### config.mk
export PLATFORM = sky130hd
export DESIGN_NAME = stb_delay_sweep
export DESIGN_NICKNAME = d
export VERILOG_FILES = /design/src/rtl/stb_delay_sweep.sv
export SDC_FILE = /design/constraint.sdc
export NUM_CORES = 1
export LEC_CHECK = 0
export ABC_AREA = 1
export BUFFER_PORTS_ARGS = -buffer_cell sky130_fd_sc_hd__buf_2
export CORE_MARGIN = 2
export CORE_UTILIZATION = 64
export DETAILED_ROUTE_END_ITERATION = 10
export GPL_ROUTABILITY_DRIVEN = 0
export PLACE_DENSITY = 0.87
export SLEW_MARGIN = 15
export SYNTH_ARGS = -nofsm -noshare
export SYNTH_HDL_FRONTEND = slang
export SYNTH_SLANG_ARGS = --single-unit
### constraint.sdc
create_clock -name clk_i -period 11.5 [get_ports clk_i]
set_input_delay 0.575 -clock clk_i [delete_from_list [all_inputs] [get_ports clk_i]]
set_output_delay 0.575 -clock clk_i [all_outputs]
set_load 0.01 [all_outputs]
### src/rtl/stb_delay_sweep.sv
// Delay sweep engine: emits a delayed strobe at each delay point in a range.
// It counts comparator hits per point and streams out one (delay, hits) result per point.
module stb_delay_sweep #(
  parameter int T_CNT_WIDTH   = 32,
  parameter int HIT_CNT_WIDTH = 16,
  parameter int SYNC_STAGES   = 2,
  parameter int SAMPLE_LAT    = 3
) (
  input  logic                     clk_i,
  input  logic                     rst_i,
  input  logic                     stb_i,
  input  logic [T_CNT_WIDTH-1:0]   period_i,
  input  logic                     period_vld_i,
  input  logic                     start_i,
  input  logic                     abort_i,
  input  logic [T_CNT_WIDTH-1:0]   dly_start_i,
  input  logic [T_CNT_WIDTH-1:0]   dly_end_i,
  input  logic [T_CNT_WIDTH-1:0]   dly_step_i,
  input  logic [HIT_CNT_WIDTH-1:0] n_avg_i,
  input  logic                     cmp_i,
  output logic                     dly_stb_o,
  output logic                     busy_o,
  output logic                     done_o,
  output logic                     err_o,
  output logic                     res_valid_o,
  input  logic                     res_ready_i,
  output logic [T_CNT_WIDTH-1:0]   res_dly_o,
  output logic [HIT_CNT_WIDTH-1:0] res_hits_o
);

  localparam int T     = T_CNT_WIDTH;
  localparam int H     = HIT_CNT_WIDTH;
  localparam int LAT_W = $clog2(SAMPLE_LAT + 1);

  typedef enum logic [2:0] {S_IDLE, S_ARM, S_DELAY, S_SAMPLE, S_OUT} state_e;

  state_e             state_q;
  logic               stb_q;
  logic [SYNC_STAGES-1:0] cmp_sync_q;
  logic [T-1:0]       t_cnt_q, cur_dly_q, end_q, step_q;
  logic [H-1:0]       n_avg_q, hits_q, n_q;
  logic [LAT_W-1:0]   lat_q;
  logic               pend_q;
  logic               dly_stb_q, busy_q, done_q, err_q, res_valid_q;

  logic               stb_rise;
  logic               cmp_sync;
  logic [T:0]         nxt_dly_d;
  logic               cfg_bad_d;
  logic [H-1:0]       hits_d, n_d;

  assign stb_rise = stb_i & ~stb_q;
  assign cmp_sync = cmp_sync_q[SYNC_STAGES-1];

  // NOTE: every signal written here gets a value before any condition, so no latch is inferred.
  always_comb begin
    nxt_dly_d = {1'b0, cur_dly_q} + {1'b0, step_q};
    cfg_bad_d = !period_vld_i || (dly_step_i == '0) || (n_avg_i == '0) ||
                (dly_start_i > dly_end_i) || (dly_end_i >= period_i);
    hits_d    = hits_q;
    if (cmp_sync && (hits_q != '1)) hits_d = hits_q + H'(1);
    n_d       = n_q + H'(1);
  end

  // NOTE: non-blocking assignments keep every register update order-independent within the edge.
  always_ff @(posedge clk_i) begin
    if (rst_i) begin
      stb_q      <= 1'b0;
      cmp_sync_q <= '0;
    end else begin
      stb_q      <= stb_i;
      cmp_sync_q <= {cmp_sync_q[SYNC_STAGES-2:0], cmp_i};
    end
  end

  always_ff @(posedge clk_i) begin
    if (rst_i) begin
      state_q     <= S_IDLE;
      t_cnt_q     <= '0;
      cur_dly_q   <= '0;
      end_q       <= '0;
      step_q      <= '0;
      n_avg_q     <= '0;
      hits_q      <= '0;
      n_q         <= '0;
      lat_q       <= '0;
      pend_q      <= 1'b0;
      dly_stb_q   <= 1'b0;
      busy_q      <= 1'b0;
      done_q      <= 1'b0;
      err_q       <= 1'b0;
      res_valid_q <= 1'b0;
    end else begin
      done_q    <= 1'b0;
      dly_stb_q <= 1'b0;
      if (abort_i && (state_q != S_IDLE)) begin
        res_valid_q <= 1'b0;
        busy_q      <= 1'b0;
        done_q      <= 1'b1;
        pend_q      <= 1'b0;
        state_q     <= S_IDLE;
      end else begin
        case (state_q)
          S_IDLE: if (start_i) begin
            err_q  <= cfg_bad_d;
            done_q <= cfg_bad_d;
            if (!cfg_bad_d) begin
              cur_dly_q <= dly_start_i;
              end_q     <= dly_end_i;
              step_q    <= dly_step_i;
              n_avg_q   <= n_avg_i;
              hits_q    <= '0;
              n_q       <= '0;
              t_cnt_q   <= '0;
              pend_q    <= 1'b0;
              busy_q    <= 1'b1;
              state_q   <= S_ARM;
            end
          end
          S_ARM: begin
            if (stb_rise) begin
              t_cnt_q <= '0;
              state_q <= S_DELAY;
            end else if (t_cnt_q == '1) begin
              err_q   <= 1'b1;
              done_q  <= 1'b1;
              busy_q  <= 1'b0;
              state_q <= S_IDLE;
            end else begin
              t_cnt_q <= t_cnt_q + T'(1);
            end
          end
          S_DELAY: begin
            // Firing wins over a coincident edge; that edge becomes the next arm edge.
            if (t_cnt_q >= cur_dly_q) begin
              dly_stb_q <= 1'b1;
              lat_q     <= '0;
              pend_q    <= stb_rise;
              t_cnt_q   <= '0;
              state_q   <= S_SAMPLE;
            end else if (stb_rise) begin
              err_q   <= 1'b1;
              done_q  <= 1'b1;
              busy_q  <= 1'b0;
              state_q <= S_IDLE;
            end else begin
              t_cnt_q <= t_cnt_q + T'(1);
            end
          end
          S_SAMPLE: begin
            // While an edge is pending, t_cnt_q tracks time since that edge's cycle E.
            if (stb_rise) begin
              pend_q  <= 1'b1;
              t_cnt_q <= '0;
            end else begin
              t_cnt_q <= t_cnt_q + T'(1);
            end
            if (lat_q == LAT_W'(SAMPLE_LAT)) begin
              hits_q <= hits_d;
              n_q    <= n_d;
              pend_q <= 1'b0;
              if (n_d == n_avg_q) begin
                res_valid_q <= 1'b1;
                state_q     <= S_OUT;
              end else if (stb_rise || pend_q) begin
                state_q <= S_DELAY;
              end else begin
                t_cnt_q <= '0;
                state_q <= S_ARM;
              end
            end else begin
              lat_q <= lat_q + LAT_W'(1);
            end
          end
          S_OUT: if (res_ready_i) begin
            res_valid_q <= 1'b0;
            if (nxt_dly_d > {1'b0, end_q}) begin
              busy_q  <= 1'b0;
              done_q  <= 1'b1;
              state_q <= S_IDLE;
            end else begin
              cur_dly_q <= nxt_dly_d[T-1:0];
              hits_q    <= '0;
              n_q       <= '0;
              t_cnt_q   <= '0;
              state_q   <= S_ARM;
            end
          end
          default: state_q <= S_IDLE;
        endcase
      end
    end
  end

  assign dly_stb_o   = dly_stb_q;
  assign busy_o      = busy_q;
  assign done_o      = done_q;
  assign err_o       = err_q;
  assign res_valid_o = res_valid_q;
  assign res_dly_o   = cur_dly_q;
  assign res_hits_o  = hits_q;

endmodule

==> results of run 1 <==
state kept, by name (all words and copies together) (netlist names), 2 cells and up:
name	count
cmp_sync_q	2
end_q	32
lat_q	2
n_avg_q	16
n_q	16
res_dly_o	32
res_hits_o	16
state_q	3
step_q	32
t_cnt_q	32
per-layer routing:
metal	track usage, %	up-vias
met1	43.8	7717
met2	61.7	914
li1	-	8462
met4	17.9	0
met3	6.73	164
met5	0	-
cell usage in the layout (no fill, tap or decap), types with 14 or more instances in the layout:
cell,count
a21oi_1,150
a31oi_1,14
buf_2,204
clkbuf_16,17
dfxtp_1,190
ha_1,164
inv_1,293
nand2_1,606
nand3_1,121
nand4_1,49
nor2_1,459
nor3_1,36
nor4_1,16
o21ai_0,174
or2_2,17
xor2_1,33
cells in the mapped netlist (4+ instances only):
| library cell | number | area share (%) |
|---|---|---|
| nand4_1 | 49 | 2.0 |
| nand2_1 | 606 | 15 |
| and2_1 | 5 | 0.20 |
| buf_2 | 19 | 0.61 |
| clkbuf_1 | 45 | 1.1 |
| nor4_1 | 16 | 0.64 |
| o21ai_1 | 4 | 0.13 |
| nor2_2 | 10 | 0.40 |
| or2_2 | 17 | 0.68 |
| dfxtp_1 | 190 | 24 |
| ha_1 | 164 | 13 |
| nor3_1 | 36 | 1.2 |
| o21bai_1 | 9 | 0.43 |
| nand3_1 | 121 | 3.9 |
| xnor2_1 | 8 | 0.45 |
| a21oi_1 | 150 | 4.8 |
| nand3_2 | 11 | 0.71 |
| o21ai_0 | 174 | 5.6 |
| nand3b_1 | 10 | 0.48 |
| o21a_1 | 11 | 0.53 |
| buf_6 | 6 | 0.43 |
| inv_1 | 294 | 7.1 |
| xor2_1 | 33 | 1.9 |
| nor2_1 | 461 | 11 |
| a31oi_1 | 14 | 0.56 |
| inv_2 | 10 | 0.24 |
| nand2_2 | 10 | 0.40 |
power by group:
part / switching, uW / internal [uW] / leakage [uW]
clock network: 294 / 308 / 0.000281
logic: 509 / 283 / 0.00697
registers: 86.4 / 729 / 0.00155
critical path, stage by stage (launching register included):
cell and delay, ns:
dfxtp_1 0.34, ha_1 0.35, a21oi_1 0.17, nand2_1 0.10, a21oi_1 0.34, o21ai_0 0.23, nand3_1 0.11, nand2_1 0.12
nand2_1 0.09, nand2_1 0.08, nand2_1 0.11, nand3_1 0.10, and2_1 0.19, ha_1 0.26, nand2_1 0.07, inv_1 0.07
nand3_1 0.09, nor3_1 0.28, nor4b_1 0.26, nand2_1 0.23, nand3_4 0.20, nand3_1 0.12, nor2_2 0.84, nand2_1 0.15
nand2_1 0.12, nor2_1 0.06
worst max path at each step:
stage            startpoint        endpoint  slack, ns  depth (start not counted)
4_1_cts        res_dly_o[2]  res_hits_o[10]       6.40                         25
3_3_place_gp   res_dly_o[2]  res_hits_o[15]       6.74                         25
5_1_grt        res_dly_o[2]  res_hits_o[10]       5.84                         25
6_report       res_dly_o[2]  res_hits_o[10]       6.32                         25
3_5_place_dp   res_dly_o[2]   res_hits_o[7]       6.47                         25
2_1_floorplan  res_dly_o[2]   res_dly_o[18]       7.75                         27
per-stage QoR:
step           utilization (%)  hold slack [ns]
2_1_floorplan                -            0.388
3_3_place_gp              69.3            0.398
3_5_place_dp              69.3            0.403
4_1_cts                   71.7            0.331
5_1_grt                   71.7            0.361
6_report                  71.7            0.337
cell type report:
class	instances	area share [%]
Inverter	307	6.68
Multi-Input combinational cell	1949	59.4
Timing Repair Buffer	211	6.21
Clock buffer	18	2.48
Antenna cell	1	0.0145
Sequential cell	190	22.0
Tap cell	324	2.34
Clock inverter	14	0.868
cells by family (layout without fill, tap and decap cells):
| kind of cell | count (synthesis) | count (layout) | share of synthesized area (%) |
|---|---|---|---|
| AO/OA/AOI/OAI | 374 | 374 | 12.7 |
| XOR/XNOR | 42 | 42 | 2.45 |
| adder cells (fa/ha/maj) | 165 | 165 | 13.3 |
| buffers and inverters | 385 | 550 | 9.91 |
| flip-flops | 190 | 190 | 24.4 |
| other | 0 | 1 | 0 |
| AND/OR/NAND/NOR | 1368 | 1368 | 37.3 |
==> flow_metrics.py, run 1 <==
metrics = {
    "route": {
        "drt_wl_total_um": 46800,
        "antenna_left": 0,
        "dr_wl_met2_um": 21200,
        "vias_per_cell": 5.73,
        "top_layer": "met4",
        "dr_total_vias": 17300,
        "wl_per_cell_um": 15.5,
        "dr.pass1.iters": 6,
        "drt-met1-wl_um": 18700,
        "drt-initial-drc-count": 1841,
        "wl_met3_um": 4590,
        "drc": 0,
    },
    "worst_setup_path": {
        "crit_fanout": 31,
        "end_kind": "flop",
        "r2r_slack_ns": 6.32,
        "cp-start-kind": "flop",
        "critPathKind": "reg -> reg",
        "arrival_ns": 5.53,
        "r2r_end": "res_hits_o[10]",
        "ff2ff_path_depth": 25,
        "required_ns": 11.84,
        "r2r_start": "res_dly_o[2]",
    },
    "place": {
        "dp_slack_ns": 6.47,
        "dp_hpwl_um": 35700,
        "placed_cell_area_sq_um": 16700,
        "port_buffers": 204,
        "dp_cells": 2981,
    },
    "timing": {
        "hold_viol_final": 0,
        "relSlewSlack_pct": 26.8,
        "post-route-period-util_pct": 45.1,
        "tightest_slew_ns": 1.10,
        "setup_slack_ns": 6.32,
        "setup_tns_ns": 0,
        "fmax_mhz": 193,
        "finClkSkew_ns": 0.0184,
        "slew_violations": 0,
        "setup_viol": 0,
        "min_period_ns": 5.18,
        "rsz0062_at_grt": "no",
    },
    "global_routing": {
        "grt_start_max_net_pins": 107,
        "grt_overflow": 0,
        "grt_pass1_wl_um": 76400,
        "grt_pass1_vias": 16500,
        "grt_usage_pct": 36.2,
        "antenna_found_initial": 0,
    },
    "clocking": {
        "hold_buffers": 0,
        "h-tree-depth": 4,
        "cts-root-buf": "clkbuf_16",
        "clock_path_buffers": 2,
        "numClockSinks": 190,
        "clk_pin_slew_ns": 0.08,
        "postCtsSetupRepairBufs": 0,
        "clock_latency_ns": 0.46,
        "cts.repair.resized": 0,
        "cts_tree": "built",
        "cts_buffers": 17,
    },
    "pwr": {
        "p_total_uw": 2210,
        "power_density_nw_per_um2": 128,
        "power_leakage_uw": 0.00880,
        "ir_drop_mv": 0.0827,
    },
    "die": {
        "pin_count": 205,
        "die_w_um": 160,
        "die_h_um": 160,
        "start_util_pct": 64.8,
        "rows": 57,
        "dieArea_sq_um": 25700,
        "core_area_sq_um": 24100,
    },
    "worst_hold_path": {
        "worstHoldPathCells": 3,
        "hp-start": "cmp_i",
        "hold_class": "in -> reg",
        "whs_endpoint": "cmp_sync_q[0]",
    },
    "synthesis": {
        "ys.warnings.count": 0,
        "ys_seq_area_share_pct": 24.4,
        "syn_area_sq_um": 15600,
        "synth_nets": 2841,
        "yosysUniqueCellTypes": 51,
        "synth_ff_type": "dfxtp_1",
        "ys_seq_elements": 190,
        "synth-edff-count": 0,
        "synthCells": 2524,
        "synth_async_sr_flop_share_pct": 0,
        "avgSynthCellArea_sq_um": 6.19,
    },
    "finish": {
        "final_cells": 3014,
        "drive_gt1_share_pct": 11.8,
        "final_nets": 2993,
        "area_growth_pct": 10.8,
        "stdcell_area_sq_um": 17300,
        "n_fill_cell": 2102,
        "multi_input_area_sq_um": 10300,
        "seq_area_sq_um": 3800,
    },
    "job": {
        "drv_cap": 0,
    },
    "outcome": {
        "status": "completed",
    },
}
Power figures use the tool's default switching activity.
==> inputs of run 2 (changes only) <==
Settings changed: ABC_AREA 1 to 0, CORE_UTILIZATION 64 to 59, PLACE_DENSITY 0.87 to 0.82.
Clock period 11.5 ns to 5.1 ns, I/O delays scaled along.
==> flow_metrics.py, run 2 <==
metrics = {
    "timing": {
        "hold_viol_final": 0,
        "setup_viol": 31,
        "post-route-period-util_pct": 103,
        "relSlewSlack_pct": 36.5,
        "finClkSkew_ns": 0.00823,
        "rsz0062_at_grt": "yes",
        "setup_tns_ns": -1.40,
        "slew_violations": 0,
        "fmax_mhz": 190,
        "tightest_slew_ns": 0.952,
        "setup_slack_ns": -0.152,
        "min_period_ns": 5.25,
    },
    "pwr": {
        "ir_drop_mv": 0.256,
        "power_leakage_uw": 0.00778,
        "power_density_nw_per_um2": 351,
    },
    "route": {
        "drc": 0,
        "dr_total_vias": 14800,
        "drt-initial-drc-count": 1513,
        "antenna_left": 0,
        "vias_per_cell": 6.21,
        "dr.pass1.iters": 5,
        "wl_per_cell_um": 18.6,
        "drt_wl_total_um": 44400,
    },
    "worst_setup_path": {
        "critPathKind": "reg -> reg",
        "end_kind": "flop",
        "required_ns": 5.47,
        "crit_fanout": 8,
        "cp-start-kind": "flop",
        "r2r_slack_ns": -0.15,
        "arrival_ns": 5.63,
    },
    "synthesis": {
        "ys.warnings.count": 0,
        "ys_seq_elements": 190,
        "synth_nets": 2113,
        "yosysUniqueCellTypes": 73,
        "yosysMostFrequentCell": "nor2_1",
        "syn_area_sq_um": 13800,
        "synthCells": 1796,
        "yosys-top-cells-count": "nor2_1 (241), dfxtp_1 (190), a21oi_1 (185)",
        "synth_ff_type": "dfxtp_1",
        "synth-edff-count": 0,
        "avgSynthCellArea_sq_um": 7.71,
        "ys_seq_area_share_pct": 27.5,
        "synth_async_sr_flop_share_pct": 0,
        "synth_top_area_cell": "dfxtp_1",
        "synth_area_leaders": "dfxtp_1 (27%), ha_1 (15%), a21oi_1 (6.7%)",
        "synth_top_area_share_pct": 27.5,
    },
    "place": {
        "dp_hpwl_um": 32000,
        "port_buffers": 204,
        "placed_cell_area_sq_um": 15800,
        "dp_cells": 2340,
    },
    "finish": {
        "stdcell_area_sq_um": 16800,
        "mostFrequentLayoutCell": "nor2_1",
        "final_cells": 2388,
        "drive_gt1_share_pct": 20.5,
        "fin_util_pct": 72.3,
        "area_growth_pct": 21.5,
        "n_fill_cell": 1754,
        "final_cell_mix": "nor2_1 (239), buf_2 (204), dfxtp_1 (187)",
        "final_nets": 2372,
    },
    "die": {
        "dieArea_sq_um": 24700,
        "rows": 56,
        "pin_count": 205,
        "core_area_sq_um": 23300,
        "start_util_pct": 59.5,
        "die_h_um": 157,
        "die_w_um": 157,
    },
    "global_routing": {
        "grt_start_max_net_pins": 70,
        "grt_overflow": 0,
        "grt_pass1_wl_um": 67600,
        "antenna_found_initial": 1,
        "grt_pass1_vias": 13400,
        "grt_usage_pct": 34.0,
    },
    "clocking": {
        "numClockSinks": 190,
        "cts-root-buf": "clkbuf_16",
        "clk_pin_slew_ns": 0.08,
        "cts_buffers": 17,
        "cts_tree": "built",
        "hold_buffers": 0,
        "h-tree-depth": 4,
        "clock_path_buffers": 2,
        "clock_latency_ns": 0.45,
    },
    "job": {
        "drv_cap": 0,
    },
    "outcome": {
        "status": "finished with violations",
        "violations": "negative setup slack",
    },
    "worst_hold_path": {
        "hold_class": "in -> reg",
    },
}
[run 2: cell types whose count changed in the layout (fill, tap and decap cells not counted), moves of 37 or more]
cell      before  now
a211oi_1       0   37
buf_4          7  110
inv_1        293  144
mux2i_1        0   73
nand2_1      606  100
nand3_1      121   46
nor2_1       459  239
o21ai_0      174   79
[run 2: layout make-up]
type                            instances  area [sq um]  share of cell area (%)
Sequential cell                       190          3810                    22.6
Timing Repair Buffer                  324          2010                    11.9
Multi-Input combinational cell       1378          9530                    56.6
Clock buffer                           19           433                    2.57
Tap cell                              319           399                    2.37
Clock inverter                         13           109                   0.647
Inverter                              144           541                    3.21
Antenna cell                            1          2.50                  0.0149
[run 2: per-layer routing]
layer	vias to the layer above	track usage, %	share of wire, %
met3	138	5.64	10
li1	6968	-	-
met1	6839	47.5	42
met2	887	53.0	44
met4	0	12.1	3.6
met5	-	0	0
[run 2: final timing paths]
check / startpoint / end / cells past startpoint
min reg2reg: cmp_sync_q[0] / cmp_sync_q[1] / 1
max: step_q[0] / t_cnt_q[16] / 20
min: cmp_i / cmp_sync_q[0] / 2
max reg2reg: step_q[0] / t_cnt_q[16] / 20
[run 2: worst max-delay path, cell delays in order, from the launching register on]
cell and delay [ns]:
dfxtp_2 0.34, ha_4 0.17, fa_2 0.39, a21o_1 0.21, a221oi_2 0.30, a21o_1 0.20, a21o_1 0.16, or2_4 0.15
o211ai_1 0.11, xor2_1 0.27, ha_1 0.29, and4_1 0.22, nor4b_4 0.15, a21o_1 0.20, a31o_4 0.22, o31ai_4 0.24
o2bb2ai_4 0.17, o22ai_4 0.12, or4_4 0.60, or4b_4 0.56, a21oi_2 0.13
[run 2: stage by stage]
step                      worst slack [ns]  total power (uW)  hold slack (ns)
after global placement              -0.174              4140            0.422
after detailed placement            -0.340              4240            0.456
after CTS                          0.00549              5610           0.0393
final                               -0.152              5900           0.0443
after global routing                -0.319              6160           0.0568
after floorplan                     0.0238              3200            0.383
[run 2: what timing repair did]
item,CTS,global route
setup endpoints to repair,76,96
pin swaps,16,62
buffers inserted,1,9
gates cloned,2,3
gates resized for setup,20,57
[run 2: logic make-up after synthesis]
| group | share of synthesized area (%) |
|---|---|
| and+or+nand+nor | 22.8 |
| AOI/OAI and AO/OA | 20.0 |
| adders and majority gates | 15.0 |
| muxes | 5.28 |
| DFF | 27.5 |
| xor gates and xnor gates | 3.16 |
| buffers and inverters | 6.42 |
[run 2: report_power, final]
part | leakage, uW | total [uW] | switching, uW | internal, uW
Clock | 0.000259 | 1300 | 658 | 637
Combinational | 0.00598 | 2870 | 1630 | 1230
Sequential | 0.00154 | 1740 | 120 | 1620
Total | 0.00778 | 5900 | 2410 | 3490
==> inputs of run 3 (changes only) <==
Settings changed: CORE_MARGIN 2 to not set.
==> flow_metrics.py, run 3 (synthesis gave the netlist of run 2 again) <==
metrics = {
    "worst_setup_path": {
        "crit_path_max_incr_delay_ns": 0.51,
        "r2r_start": "step_q[13]",
        "crit_chain": "ha_1 -> nand3_1 -> nor2_2 -> o211ai_1 -> a311oi_2 -> nor3_2 -> o211ai_1 -> buf_4 -> nand2_1 -> nand2_1 -> xor2_1 -> ha_1 -> nand3_1 -> buf_4 -> nor2_4 -> nand4_1 -> o2bb2ai_4 -> o22ai_4 -> buf_6 -> a2111o_1 -> or4_4 -> a21oi_1",
        "ff2ff_path_depth": 22,
        "crit_fanout": 5,
        "required_ns": 5.48,
        "r2r_slack_ns": -0.33,
        "r2r_end": "res_hits_o[0]",
        "cp-start-kind": "flop",
        "crit_buf_inv": 3,
        "path_delay_family": "compound AO/OA/AOI/OAI gates",
        "critPathKind": "reg -> reg",
        "crit_path_end": "res_hits_o[0]",
        "arrival_ns": 5.81,
        "cp.depth": 22,
        "end_kind": "flop",
        "startpoint": "step_q[13]",
        "slowest_stage": "or4_4",
    },
    "finish": {
        "fin_util_pct": 75.7,
        "area_growth_pct": 24.8,
        "drive_gt1_share_pct": 21.8,
        "final_nets": 2371,
        "multi_input_area_sq_um": 9760,
        "final_cells": 2383,
        "stdcell_area_sq_um": 17300,
        "final_cell_mix": "nor2_1 (232), buf_2 (203), dfxtp_1 (188)",
        "n_fill_cell": 1576,
        "mostFrequentLayoutCell": "nor2_1",
        "seq_area_sq_um": 3810,
    },
    "die": {
        "start_util_pct": 60.6,
        "rows": 55,
        "dieArea_sq_um": 24100,
        "core_area_sq_um": 22800,
        "die_w_um": 155,
        "pin_count": 205,
        "die_h_um": 155,
    },
    "timing": {
        "hold_viol_final": 0,
        "tightest_slew_ns": 1.02,
        "finClkSkew_ns": 0.0129,
        "setup_viol": 96,
        "setup_tns_ns": -16.51,
        "post-route-period-util_pct": 106,
        "slew_violations": 0,
        "setup_slack_ns": -0.326,
        "relSlewSlack_pct": 32.0,
        "rsz0062_at_grt": "yes",
        "fmax_mhz": 184,
        "min_period_ns": 5.43,
    },
    "pwr": {
        "pwr-share-seq_pct": 27.6,
        "power_leakage_uw": 0.00791,
        "ir_drop_mv": 0.210,
        "power_density_nw_per_um2": 366,
        "p_int_uw": 3700,
        "p_sw_uw": 2620,
        "p_clk_share_pct": 22.3,
        "p_comb_share_pct": 50.1,
        "p_sw_share_pct": 41.5,
    },
    "clocking": {
        "numClockSinks": 190,
        "cts_tree": "built",
        "h-tree-depth": 4,
        "cts-root-buf": "clkbuf_16",
        "clk_pin_slew_ns": 0.09,
        "hold_buffers": 0,
        "clock_path_buffers": 2,
        "cts_buffers": 17,
        "clock_latency_ns": 0.46,
    },
    "route": {
        "dr_total_vias": 15300,
        "antenna_left": 0,
        "drt-initial-drc-count": 1723,
        "drt_wl_total_um": 47100,
        "drc": 0,
        "vias_per_cell": 6.43,
        "wl_per_cell_um": 19.8,
        "dr.pass1.iters": 6,
    },
    "job": {
        "drv_cap": 0,
    },
    "place": {
        "dp_hpwl_um": 31900,
        "placed_cell_area_sq_um": 15800,
        "dp_cells": 2319,
        "port_buffers": 204,
    },
    "worst_hold_path": {
        "hold_class": "in -> reg",
    },
    "global_routing": {
        "grt_start_max_net_pins": 90,
        "grt_usage_pct": 35.3,
        "grt_overflow": 0,
        "grt_pass1_vias": 13700,
        "antenna_found_initial": 3,
        "grt_pass1_wl_um": 68300,
    },
    "outcome": {
        "status": "finished with violations",
        "violations": "negative setup slack",
    },
}
==> run 3: cell count changes in the layout (fill, tap and decap cells not counted), sizes merged <==
cell	before	now
clkinvlp	3	0
inv	149	153
or4	15	14
bufinv	0	1
diode	1	3
buf	323	318
clkbuf	20	23
==> run 3: power groups by stage <==
stage	Clock, uW	Sequential [uW]	Combinational [uW]
2_1_floorplan	0	1800	1400
3_3_place_gp	0	1760	2370
3_5_place_dp	0	1760	2450
4_1_cts	1410	1730	2590
5_1_grt	1460	1760	3330
6_report	1410	1750	3170
==> run 3: what timing repair did <==
| action | in CTS | in global routing |
|---|---|---|
| pin swaps | 12 | 46 |
| buffers inserted | 3 | 17 |
| setup endpoints to repair | 96 | 96 |
| gates resized for setup | 20 | 95 |
| cloned | 2 | 7 |
==> run 3: worst min path at each step <==
stage	start	to	slack (ns)	cells past startpoint
final	cmp_i	cmp_sync_q[0]	0.003	2
after global routing	cmp_i	cmp_sync_q[0]	0.03	2
after detailed placement	cmp_sync_q[0]	cmp_sync_q[1]	0.45	1
after global placement	cmp_sync_q[0]	cmp_sync_q[1]	0.45	1
after floorplan	cmp_i	cmp_sync_q[0]	0.38	1
after CTS	cmp_i	cmp_sync_q[0]	0.002	2
==> run 3: stage by stage <==
| step | setup slack, ns | total power (uW) | hold WS [ns] |
|---|---|---|---|
| 2_1_floorplan | 0.0238 | 3200 | 0.383 |
| 6_report | -0.326 | 6320 | 0.00256 |
| 3_5_place_dp | -0.437 | 4210 | 0.447 |
| 3_3_place_gp | -0.270 | 4120 | 0.448 |
| 4_1_cts | 0.00957 | 5730 | 0.00216 |
| 5_1_grt | -0.407 | 6550 | 0.0309 |
==> run 3: cell type report <==
type                    instances  area share, %
multi-input cells            1377           56.4
flip-flops and latches        190           22.0
repair buffers                324           12.6
inverters                     144           3.13
clock buffers                  17           2.46
well taps                     313           2.27
clock inverters                15           1.07
diodes                          3         0.0434
==> run 3: routing by layer <==
metal  GRT usage, %  routed length, um  vias to the layer above  part of all wire, %
li1               -                  -                     6981                    -
met1           47.4              18800                     7027                   40
met2           55.3              20800                     1076                   44
met3           6.16               5230                      237                   11
met4           16.0               2310                        0                  4.9
met5              0                  0                        -                    0
